## src/rtl/agc_seq_pkg.sv

```systemverilog
// Shared definitions for the AGC sequencer and the register map that exposes its state.
package agc_seq_pkg;

  localparam int STATE_W = 3;

  localparam logic [STATE_W-1:0] ST_IDLE       = 3'd0;
  localparam logic [STATE_W-1:0] ST_SETTLE     = 3'd1;
  localparam logic [STATE_W-1:0] ST_MEAS_START = 3'd2;
  localparam logic [STATE_W-1:0] ST_MEAS_WAIT  = 3'd3;
  localparam logic [STATE_W-1:0] ST_CAL        = 3'd4;
  localparam logic [STATE_W-1:0] ST_HOLD       = 3'd5;

  function automatic logic is_busy(input logic [STATE_W-1:0] s);
    return (s == ST_SETTLE) || (s == ST_MEAS_START) ||
           (s == ST_MEAS_WAIT) || (s == ST_CAL);
  endfunction

endpackage

```

## src/rtl/agc_seq_timer.sv

```systemverilog
// Saturating up-counter with terminal-count compare against a runtime limit.
module agc_seq_timer #(
  parameter int CNT_WIDTH = 32
) (
  input  logic                 clk,
  input  logic                 rst_n,
  input  logic                 clr,
  input  logic                 en,
  input  logic [CNT_WIDTH-1:0] limit,
  output logic                 at_zero,
  output logic                 tc
);

  logic [CNT_WIDTH-1:0] cnt;

  // Holds at all-ones instead of wrapping so an idle HOLD never fakes a terminal count.
  always_ff @(posedge clk or negedge rst_n) begin
    if (!rst_n) begin
      cnt <= '0;
    end else if (clr) begin
      cnt <= '0;
    end else if (en && (cnt != '1)) begin
      cnt <= cnt + CNT_WIDTH'(1);
    end
  end

  assign at_zero = (cnt == '0);
  assign tc      = en && (limit != '0) && (cnt == (limit - CNT_WIDTH'(1)));

endmodule

```

## src/rtl/agc_seq_ctrl.sv

```systemverilog
// AGC sequencer: settle, measure peak, commit gain, hold and periodically re-measure.
module agc_seq_ctrl
  import agc_seq_pkg::*;
#(
  parameter int                   CNT_WIDTH    = 32,
  parameter logic [CNT_WIDTH-1:0] SETTLE_CYC   = CNT_WIDTH'(1800),
  parameter logic [CNT_WIDTH-1:0] MEAS_TIMEOUT = CNT_WIDTH'(65536),
  parameter logic [CNT_WIDTH-1:0] REFRESH_CYC  = CNT_WIDTH'(1800000)
) (
  input  logic               clk,
  input  logic               rst_n,
  input  logic               enable,
  input  logic               retune,
  input  logic               meas_dready,
  input  logic               meas_const,
  output logic               meas_trig,
  output logic               cal_trig,
  output logic               gain_valid,
  output logic               busy,
  output logic               timeout_err,
  output logic [STATE_W-1:0] state
);

  logic [STATE_W-1:0]   nxt;
  logic                 cnt_clr, cnt_en, cnt_zero, cnt_tc;
  logic [CNT_WIDTH-1:0] cnt_limit;
  logic                 gv_set, gv_clr, to_set, to_clr, restart;

  agc_seq_timer #(.CNT_WIDTH(CNT_WIDTH)) u_timer (
    .clk     (clk),
    .rst_n   (rst_n),
    .clr     (cnt_clr),
    .en      (cnt_en),
    .limit   (cnt_limit),
    .at_zero (cnt_zero),
    .tc      (cnt_tc)
  );

  always_comb begin
    nxt       = state;
    cnt_en    = 1'b0;
    cnt_limit = '0;
    gv_set    = 1'b0;
    gv_clr    = 1'b0;
    to_set    = 1'b0;
    to_clr    = 1'b0;
    restart   = 1'b0;
    case (state)
      ST_SETTLE:    begin cnt_en = 1'b1; cnt_limit = SETTLE_CYC;   end
      ST_MEAS_WAIT: begin cnt_en = 1'b1; cnt_limit = MEAS_TIMEOUT; end
      ST_HOLD:      begin cnt_en = 1'b1; cnt_limit = REFRESH_CYC;  end
      default:      ;
    endcase

    if (!enable) begin
      nxt    = ST_IDLE;
      gv_clr = 1'b1;
    end else if (retune && (state != ST_IDLE)) begin
      nxt     = ST_SETTLE;
      restart = 1'b1;
      gv_clr  = 1'b1;
      to_clr  = 1'b1;
    end else begin
      case (state)
        ST_IDLE: begin
          nxt    = ST_SETTLE;
          to_clr = 1'b1;
        end
        ST_SETTLE:     if (cnt_tc) nxt = ST_MEAS_START;
        ST_MEAS_START: nxt = ST_MEAS_WAIT;
        // The dready level seen on the first wait cycle still belongs to the previous window.
        ST_MEAS_WAIT: begin
          if (meas_dready && !cnt_zero) begin
            nxt = meas_const ? ST_HOLD : ST_CAL;
          end else if (cnt_tc) begin
            nxt    = ST_MEAS_START;
            to_set = 1'b1;
          end
        end
        ST_CAL: begin
          nxt    = ST_HOLD;
          gv_set = 1'b1;
        end
        ST_HOLD:       if (cnt_tc) nxt = ST_MEAS_START;
        default:       nxt = ST_IDLE;
      endcase
    end

    cnt_clr = (nxt != state) || restart;
  end

  always_ff @(posedge clk or negedge rst_n) begin
    if (!rst_n) begin
      state       <= ST_IDLE;
      gain_valid  <= 1'b0;
      timeout_err <= 1'b0;
    end else begin
      state <= nxt;
      if (gv_clr)      gain_valid <= 1'b0;
      else if (gv_set) gain_valid <= 1'b1;
      if (to_clr)      timeout_err <= 1'b0;
      else if (to_set) timeout_err <= 1'b1;
    end
  end

  // Triggers decode the state register only, so the reset truncates them immediately.
  assign meas_trig = (state == ST_MEAS_START);
  assign cal_trig  = (state == ST_CAL);
  assign busy      = is_busy(state);

endmodule

```

## config.mk

```make
export PLATFORM = sky130hd
export DESIGN_NAME = agc_seq_ctrl
export DESIGN_NICKNAME = d
export VERILOG_FILES = /design/src/rtl/agc_seq_pkg.sv /design/src/rtl/agc_seq_timer.sv /design/src/rtl/agc_seq_ctrl.sv
export SDC_FILE = /design/constraint.sdc
export NUM_CORES = 1
export LEC_CHECK = 0
export CAP_MARGIN = 5
export CORE_ASPECT_RATIO = 0.75
export CORE_MARGIN = 1.5
export CORE_UTILIZATION = 55
export CTS_BUF_LIST = sky130_fd_sc_hd__clkbuf_8 sky130_fd_sc_hd__clkbuf_16
export DETAILED_ROUTE_END_ITERATION = 8
export HOLD_SLACK_MARGIN = 0.15
export PLACE_DENSITY = 0.82
export SLEW_MARGIN = 20
export SYNTH_ARGS = -nofsm -noshare
export SYNTH_HDL_FRONTEND = slang
export SYNTH_SLANG_ARGS = --single-unit
```

## constraint.sdc

```tcl
create_clock -name clk -period 4.45 [get_ports clk]
set_clock_uncertainty 0.15 [all_clocks]
set_input_delay 0.89 -clock clk [delete_from_list [all_inputs] [get_ports clk]]
set_output_delay 0.89 -clock clk [all_outputs]
set_load 0.005 [all_outputs]
```

==> run metrics <==
Post-Syn Area around 2400 sq um; largest net degree at the start of global routing 38; wire per inst around 16 um; Die Span X approximately 79 um; post-synth top area share about two fifths; Overflow after GRT 0; CTS root buf clkbuf_8; Worst Hold Path Cells 1; DRC 0; PwrDens ~260 nW/um^2; Setup Viol. Count Final 0; Placement Rows 20; worst-case clock buffer depth 2; remaining antenna violation count 0; ys flop type dfrtp_1; Worst-Margin Slew between 0.9 and 1 ns; number of nets in the layout around 300; fraction of layout cells with a size suffix above 1 roughly 7.3%; top post-synthesis cells by count dfrtp_1 (37), nor2_1 (31), nor3_1 (24); Die ar. about 4800 sq um; crit-path leading delay family simple AND/OR/NAND/NOR gates; crit-path cells nor2b_1 -> o21ai_0 -> ha_1 -> inv_1 -> or4_4 -> a22oi_4 -> a31oi_1 -> nor3_2 -> nor3_1; Die H 60.18 um; Setup Buffers After CTS 0; via count 2092; post-cts sizing count 0; Worst R2R Start state[2]; 1st-iter DRT viols 150; Post-Syn Instances ~280; Worst setup SP type register; RSZ-0062 raised after global routing no; post-layout min period 3.445 ns; Synth warnings 0; Synth area leaders dfrtp_1 (39%), xnor2_1 (6.6%), nor3_1 (5.0%), nor2_1 (4.9%), nand4_1 (4.4%); Final Max Tran Viols 0; Seq/Total Area, Yosys 38.62%; EDFF count, synth 0; first-pass GRT wire length roughly 9.2 mm; reg2reg path depth 9; CP Capture Type register; RR Endpoint u_timer.cnt[16]; crit-path max cell delay approximately 0.8 ns; multi-input logic area approximately 1400 sq um; total clock sinks 37; reg2reg setup slack a little over 1 ns; final wirelength 5.478 mm; critical path's slowest cell nor3_2; count leader, synth dfrtp_1; Synth Register Bits 37; HP Start timeout_err; Hold WS roughly 0.36 ns; IO Pins 14; Initial Util 58.41%; Min-Delay Endpoint timeout_err; vias in the first global route between 1500 and 2000; critical path class register to register; maximum clock rate 290.3 MHz; critical path arrival 3.43 ns; max_slew headroom 38.71%; CTS buffer count 5; clock slew at reported path FFs roughly 0.070 ns; antenna violations before repair 0; Final Hold Viols 0; Clk Latency, worst-skew pair 0.29 ns; FF+latch area 925.9 sq um; area of the core 4104 sq um; Hold Path Class register to register; Vias/cell ~6.1; synthesized area per cell between 8 and 9 sq um; Initial DRT Pass Iterations 5; CTS tree yes; H-tree levels 2; final cycle utilization of the critical path a little under 80%; sum of buffers and inverters on the critical path 1; buffers added on ports 13; Pleak between 1 and 1.5 nW; Final Wtd Congestion 0.9271; WP data required between 4 and 5 ns; Max Fanout on Critical Path 15; Post-synth ARST share 100.0%; Total Routing Usage GR between 20% and 30%; Area Growth Syn to Fin 10.96%; DP Wirelength between 3 and 4 mm; Peak supply drop 210.5 uV; dominant cell type by area after synthesis dfrtp_1; Unique masters post-synth 47; number of antenna repair diodes 0; post-route setup TNS 0 ns; Filler cells 340; Mapped Nets approximately 290; max cap viols 0; status complete, no violations; Hold-fix buffers, CTS 0
## per-stage QoR
step / cell area, sq um / total power, mW / utilization [%] / std cells / setup WS (ns)
final: 2660 / 0.7000 / 64.82 / 342 / 1.005
after global routing: 2660 / 0.7280 / 64.82 / 342 / 0.7033
after CTS: 2660 / 0.7028 / 64.82 / 342 / 1.047
after detailed placement: 2540 / 0.4036 / 61.89 / 334 / 1.049
after global placement: 2540 / 0.4029 / 61.89 / 334 / 1.217
after floorplan: 2397 / 0.3818 / - / 277 / 1.579
## cell usage in the layout, fill, tap and decap left out, types with 2 or more instances in the layout
cell             Yosys  routed
a21oi_1              6       6
a31oi_1              2       2
and2_1               8       8
and3_1               8       8
and4_1               2       2
clkbuf_8             0       6
clkdlybuf4s50_1      0      12
dfrtp_1             37      37
ha_1                 4       4
inv_1                5       5
nand2_1             21      21
nand3_1             14      14
nand3b_1             2       2
nand4_1             17      17
nor2_1              31      31
nor2b_1              4       4
nor3_1              24      24
nor3b_1              5       5
nor4_1              10      10
o21ai_0              9       9
or3_1                3       3
or3_2                2       2
xnor2_1             18      18
xor2_1              11      11
## how the worst max path moves through the flow
stage / from / end / slack (ns) / cells past startpoint
2_1_floorplan: state[2] / u_timer.cnt[10] / 1.58 / 11
3_3_place_gp: state[2] / u_timer.cnt[7] / 1.22 / 9
3_5_place_dp: state[2] / u_timer.cnt[16] / 1.05 / 9
4_1_cts: state[2] / u_timer.cnt[16] / 1.05 / 9
5_1_grt: state[2] / u_timer.cnt[7] / 0.70 / 9
6_report: state[2] / u_timer.cnt[16] / 1.01 / 9
## area by class of cell
| type | count | share of cell area, % |
|---|---|---|
| clock inverter | 2 | 1.411 |
| tap | 55 | 2.587 |
| clock buffer | 6 | 3.104 |
| timing repair buffer | 14 | 4.986 |
| inverter | 5 | 0.7056 |
| sequential | 37 | 34.81 |
| multi-input combinational | 223 | 52.40 |
## kinds of logic (layout without fill, tap and decap cells)
| logic type | after synthesis | in the layout | share of synthesized area [%] |
|---|---|---|---|
| AO/OA/AOI/OAI | 29 | 29 | 8.716 |
| XOR/XNOR | 29 | 29 | 10.59 |
| AND/OR/NAND/NOR | 160 | 160 | 36.33 |
| buffers and inverters | 17 | 27 | 3.236 |
| flip-flops | 37 | 37 | 38.62 |
| multiplexers | 1 | 1 | 0.4176 |
| adder cells (fa/ha/maj) | 4 | 4 | 2.088 |
## routing by layer
| metal | track usage (%) | vias up | share of wire [%] |
|---|---|---|---|
| li1 | - | 1018 | - |
| met1 | 38.45 | 985 | 49 |
| met2 | 36.39 | 76 | 43 |
| met3 | 5.649 | 13 | 6.4 |
| met4 | 7.268 | 0 | 1.2 |
| met5 | 0 | - | 0 |
## flip-flops by register name (all words and copies together), names as in the netlist
| signal | flops |
|---|---|
| gain_valid | 1 |
| state | 3 |
| timeout_err | 1 |
| u_timer.cnt | 32 |
## worst register-to-register path, cell delays in order (launching register included)
cell and delay, ns:
dfrtp_1 0.62, nor2b_1 0.17, o21ai_0 0.27, ha_1 0.24
inv_1 0.07, or4_4 0.54, a22oi_4 0.21, a31oi_1 0.13
nor3_2 0.78, nor3_1 0.12
## power by group
group / leakage [nW] / total (mW) / internal, mW / switching [mW]
sequential: 0.513 / 0.342 / 0.338 / 0.00400
clock: 0.0574 / 0.303 / 0.182 / 0.121
combinational: 0.444 / 0.0548 / 0.0210 / 0.0338
Note: power is estimated with default switching activity, not from simulation.
